<file path="src/rtl/tsc_phase_scheduler.sv">
// Demand-actuated 4-way signal scheduler: round-robin green among demanding approaches, min/max green,
// yellow, all-red clearance and emergency preemption. Lamps decode registered state (no extra latency).
module tsc_phase_scheduler #(
  parameter int MIN_GREEN = 4,
  parameter int MAX_GREEN = 15,
  parameter int YELLOW_T  = 3,
  parameter int ALLRED_T  = 1,
  parameter int CNT_W     = 4
) (
  input  logic       i_clk,
  input  logic       i_rst,
  input  logic       i_tick,
  input  logic [3:0] i_det,
  input  logic       i_preempt,
  input  logic [1:0] i_preempt_dir,
  output logic [2:0] o_nl,
  output logic [2:0] o_sl,
  output logic [2:0] o_el,
  output logic [2:0] o_wl,
  output logic [1:0] o_phase,
  output logic       o_preempted
);

  localparam logic [2:0] LAMP_G = 3'b001;
  localparam logic [2:0] LAMP_Y = 3'b010;
  localparam logic [2:0] LAMP_R = 3'b100;

  typedef enum logic [1:0] {
    S_ALL_RED  = 2'd0,
    S_GREEN    = 2'd1,
    S_YELLOW   = 2'd2,
    S_PRE_HOLD = 2'd3
  } state_t;

  state_t            r_state;
  state_t            w_state_nxt;
  logic [CNT_W-1:0]  r_timer;
  logic [1:0]        r_phase;
  logic [1:0]        w_phase_nxt;
  logic [3:0]        r_pending;
  logic [3:0]        w_phase_oh;
  logic [3:0]        w_dem;
  logic [3:0]        w_clr;
  logic              w_green_on;
  logic              w_other;
  logic              w_has_next;
  logic [1:0]        w_next;
  logic [1:0]        w_idx;
  logic [2:0]        w_lamp_on;
  logic              w_min_ok;
  logic              w_max_ok;

  assign w_phase_oh = 4'b0001 << r_phase;
  assign w_green_on = (r_state == S_GREEN) || (r_state == S_PRE_HOLD);
  // A detector hit on the approach already showing green is not new demand.
  assign w_dem      = r_pending | (i_det & ~(w_green_on ? w_phase_oh : 4'b0000));
  assign w_other    = |(w_dem & ~w_phase_oh);
  assign w_min_ok   = r_timer >= CNT_W'(MIN_GREEN);
  assign w_max_ok   = r_timer >= CNT_W'(MAX_GREEN);

  always_comb begin
    w_has_next = 1'b0;
    w_next     = r_phase;
    w_idx      = r_phase;
    for (int k = 1; k < 4; k++) begin
      w_idx = r_phase + 2'(k);
      if (!w_has_next && w_dem[w_idx]) begin
        w_next     = w_idx;
        w_has_next = 1'b1;
      end
    end
  end

  always_comb begin
    w_state_nxt = r_state;
    w_phase_nxt = r_phase;
    case (r_state)
      S_ALL_RED: begin
        if (r_timer >= CNT_W'(ALLRED_T)) begin
          if (i_preempt) begin
            w_state_nxt = S_PRE_HOLD;
            w_phase_nxt = i_preempt_dir;
          end else if (|w_dem) begin
            w_state_nxt = S_GREEN;
            w_phase_nxt = w_next;
          end
        end
      end
      S_GREEN: begin
        if (i_preempt && (i_preempt_dir != r_phase)) begin
          w_state_nxt = S_YELLOW;
        end else if (i_preempt) begin
          w_state_nxt = S_PRE_HOLD;
        end else if ((w_min_ok || w_max_ok) && w_other) begin
          w_state_nxt = S_YELLOW;
        end
      end
      S_YELLOW: begin
        if (r_timer >= CNT_W'(YELLOW_T)) begin
          w_state_nxt = S_ALL_RED;
        end
      end
      S_PRE_HOLD: begin
        if (!i_preempt) begin
          w_state_nxt = S_GREEN;
        end else if (i_preempt_dir != r_phase) begin
          w_state_nxt = S_YELLOW;
        end
      end
      default: w_state_nxt = S_ALL_RED;
    endcase
  end

  // Demand for an approach is consumed on the cycle it is granted green.
  assign w_clr = ((w_state_nxt == S_GREEN) && (r_state != S_GREEN)) ?
                 (4'b0001 << w_phase_nxt) : 4'b0000;

  always_ff @(posedge i_clk or negedge i_rst) begin
    if (!i_rst) begin
      r_state   <= S_ALL_RED;
      r_timer   <= '0;
      r_phase   <= 2'd0;
      r_pending <= 4'b0000;
    end else begin
      r_state   <= w_state_nxt;
      r_phase   <= w_phase_nxt;
      r_pending <= w_dem & ~w_clr;
      if (w_state_nxt != r_state) begin
        r_timer <= '0;
      end else if (i_tick && (r_timer != {CNT_W{1'b1}})) begin
        r_timer <= r_timer + 1'b1;
      end
    end
  end

  always_comb begin
    w_lamp_on = LAMP_R;
    case (r_state)
      S_GREEN, S_PRE_HOLD: w_lamp_on = LAMP_G;
      S_YELLOW:            w_lamp_on = LAMP_Y;
      default:             w_lamp_on = LAMP_R;
    endcase
  end

  assign o_nl        = (r_phase == 2'd0) ? w_lamp_on : LAMP_R;
  assign o_sl        = (r_phase == 2'd1) ? w_lamp_on : LAMP_R;
  assign o_el        = (r_phase == 2'd2) ? w_lamp_on : LAMP_R;
  assign o_wl        = (r_phase == 2'd3) ? w_lamp_on : LAMP_R;
  assign o_phase     = r_phase;
  assign o_preempted = (r_state == S_PRE_HOLD);

endmodule
</file>
<file path="config.mk">
export PLATFORM = sky130hd
export DESIGN_NAME = tsc_phase_scheduler
export DESIGN_NICKNAME = d
export VERILOG_FILES = /design/src/rtl/tsc_phase_scheduler.sv
export SDC_FILE = /design/constraint.sdc
export NUM_CORES = 1
export LEC_CHECK = 0
export ABC_AREA = 1
export BUFFER_PORTS_ARGS = -buffer_cell sky130_fd_sc_hd__clkbuf_2
export CORE_MARGIN = 3
export CORE_UTILIZATION = 34
export DETAILED_ROUTE_END_ITERATION = 6
export GPL_TIMING_DRIVEN = 0
export PLACE_DENSITY = 0.54
export SLEW_MARGIN = 20
export SYNTH_ARGS = -nofsm -noshare
export SYNTH_HDL_FRONTEND = slang
export SYNTH_SLANG_ARGS = --single-unit
</file>
<file path="constraint.sdc">
create_clock -name i_clk -period 1.9 [get_ports i_clk]
set_input_delay 0.19 -clock i_clk [delete_from_list [all_inputs] [get_ports i_clk]]
set_output_delay 0.19 -clock i_clk [all_outputs]
set_load 0.05 [all_outputs]
</file>
==> impl_metrics.ini <==
[finish]
n_fill_cell = 359
diodes = 0
mostFrequentLayoutCells = inv_1, nand2_1, clkbuf_2
syn2layout_area_growth_pct = 40.1
final_util_pct = 52.1
final_common_cell = inv_1
finalNetCount = 241
stdcell_count = 267
drive_above_1_share_pct = 37.7

[status]
violations = negative setup slack
status = finished, violations left

[yosys]
postSynthAreaPerCell_um2 = 6.43
syn_nets = 201
synth_ff_type = dfrtp_1
synth.distinct_cells = 29
async_reset_ff_share_pct = 100
ys_seq_area_share_pct = 25.4
synth-edff-count = 0
synth-seq-cells = 12
yosys_warnings = 0
syn_area_um2 = 1180
synthCells = 184

[global_routing]
antenna_found_initial = 0
grt_remaining_overflow = 0
grt_pass1_vias = 1189
grt_pass1_wl_um = 5420
grt_max_degree = 13
globalRouteTotalUtil_pct = 16.4

[placement]
dp_hpwl_um = 2520
place_congestion = 0.784
numPortBuffers = 23
dp_cells = 251

[clock_tree]
cts_root_buffer = clkbuf_4
cts.sinks = 12
cts_tree = done
clockBufferDepth = 2
clk_latency_ns = 0.27
clkTransAtPathRegs_ns = 0.08
cts_made_buffers = 3
htree_levels = 1

[timing]
tns_ns = -0.450
setup_viol = 9
timing.hold.ws_ns = 0.257
relSlewSlack_pct = 74.1
finClkSkew_ns = 0.00286
hold_viol = 0
setup_ws_ns = -0.0820
finalCritPeriodShare_pct = 104
max_freq_mhz = 505
worstMarginPinSlew_ns = 0.389
rsz0062_at_grt = yes
slew_viol_final = 0
period_minus_slack_ns = 1.98

[floorplanning]
die_area_um2 = 4220
die_w_um = 65.0
num_rows = 20
start_util_pct = 37.2
core_area_um2 = 3180
die_y_um = 65.0
pin_count = 25

[routing]
drt-pass1-iter-count = 4
routed_wl_um = 3270
drt_iter0_drc = 62
ant_nets = 0
routed_via_density = 4.73
remaining_drc_errors = 0
wire_per_inst_um = 12.2
via_count = 1263

[critical_path]
worstPathArrival_ns = 2.15
path_max_fanout = 4
startpoint_type = flop
end_kind = flop
cp.required_ns = 2.07
r2r_cells = 15
path_class = flop to flop

[flow_run]
drv_cap = 0

[worst_hold_path]
hp-class = input pin to flop
hold_depth = 3

[pwr]
p_per_area_nw_per_um2 = 1840
peakVddDrop_mv = 0.772
p_leak_uw = 0.000899
==> synthesized netlist by cell type (2+ instances only) <==
| cell | number | share of area, % |
|---|---|---|
| nand2_4 | 2 | 1.9 |
| nand4_1 | 3 | 1.6 |
| nand2_2 | 12 | 6.3 |
| xnor2_1 | 2 | 1.5 |
| nand3_1 | 20 | 8.5 |
| nand2_1 | 39 | 12 |
| nor3_1 | 2 | 0.85 |
| o21ai_0 | 2 | 0.85 |
| nand3_2 | 2 | 1.7 |
| nor2_1 | 22 | 7.0 |
| ha_1 | 7 | 7.4 |
| inv_1 | 35 | 11 |
| a21oi_1 | 9 | 3.8 |
| dfrtp_1 | 12 | 25 |
==> path summary, 6_finish.rpt <==
path | start | end | slack, ns
worst max-delay path | o_phase[1]$_DFF_PN0_ | r_pending[3]$_DFF_PN0_ | -0.08
worst min-delay path | i_tick | r_timer[2]$_DFFE_PN0P_ | 0.26
worst max register to register | o_phase[1]$_DFF_PN0_ | r_pending[3]$_DFF_PN0_ | -0.08
worst min register to register | r_timer[3]$_DFFE_PN0P_ | r_timer[3]$_DFFE_PN0P_ | 0.59
max in group asynchronous | i_rst | o_phase[1]$_DFF_PN0_ | 1.31
min in group asynchronous | i_rst | r_pending[2]$_DFF_PN0_ | 0.33
==> registers in the layout (all words and copies together), names as in the netlist <==
signal and cells:
r_pending 4, r_timer 4, r_state 2, o_phase 2
==> critical path, cell delays in order (launching register included) <==
cell,delay (ns)
dfrtp_4,0.52
inv_6,0.09
ha_4,0.15
nand2_4,0.06
nand2_4,0.09
nand2_2,0.05
nand2_1,0.05
nand2_1,0.05
o21bai_1,0.12
nand2_1,0.13
nand2_2,0.10
nand3_4,0.10
nor2_4,0.16
nand2_2,0.07
nor2_2,0.07
nor2_1,0.04
==> layout make-up <==
class / instances / area [µm²] / area share, %
plain buffers: 3 / 26.3 / 1.59
flip-flops and latches: 12 / 305 / 18.4
inverters: 36 / 148 / 8.91
repair buffers: 35 / 215 / 13.0
well taps: 44 / 55.1 / 3.32
clock buffers: 4 / 36.3 / 2.19
multi-input cells: 133 / 871 / 52.6
==> logic make-up (layout without fill, tap and decap cells) <==
| group | count (synthesis) | in the layout | synth area share, % |
|---|---|---|---|
| flip-flops | 12 | 12 | 25.4 |
| adder cells (fa/ha/maj) | 7 | 7 | 7.41 |
| AO/OA/AOI/OAI | 17 | 17 | 9.10 |
| AND/OR/NAND/NOR | 106 | 106 | 42.8 |
| buffers and inverters | 39 | 78 | 13.1 |
| XOR/XNOR | 3 | 3 | 2.22 |
==> power by group <==
part	total [µW]	switching, µW	leakage (µW)	internal, µW
sequential	437	80.6	0.000136	356
combinational	2400	1600	0.000742	805
clock	202	85.6	0.0000210	117
==> routing by layer <==
layer	track usage, %	part of all wire [%]	vias to the layer above
met2	28.9	50	20
met5	0	0	-
met1	21.0	45	583
met4	2.37	0.64	0
met3	3.12	3.5	2
li1	-	-	658
==> through the flow <==
step | worst slack, ns | cell area (µm²) | power (µW)
floorplan | -0.0451 | 1230 | 2000
global placement | -0.222 | 1400 | 2400
detailed placement | -0.291 | 1400 | 2430
CTS | -0.117 | 1520 | 2780
global route | -0.235 | 1660 | 3310
finish | -0.0820 | 1660 | 3040
==> repair_timing <==
item	4_1_cts	5_1_grt
hold buffers	1	0
pin swaps	9	8
resized for setup	7	24
endpoints found under the hold margin	12	0
buffers inserted	6	5
setup endpoints to repair	9	13
Note: power is estimated with default switching activity, not from simulation.
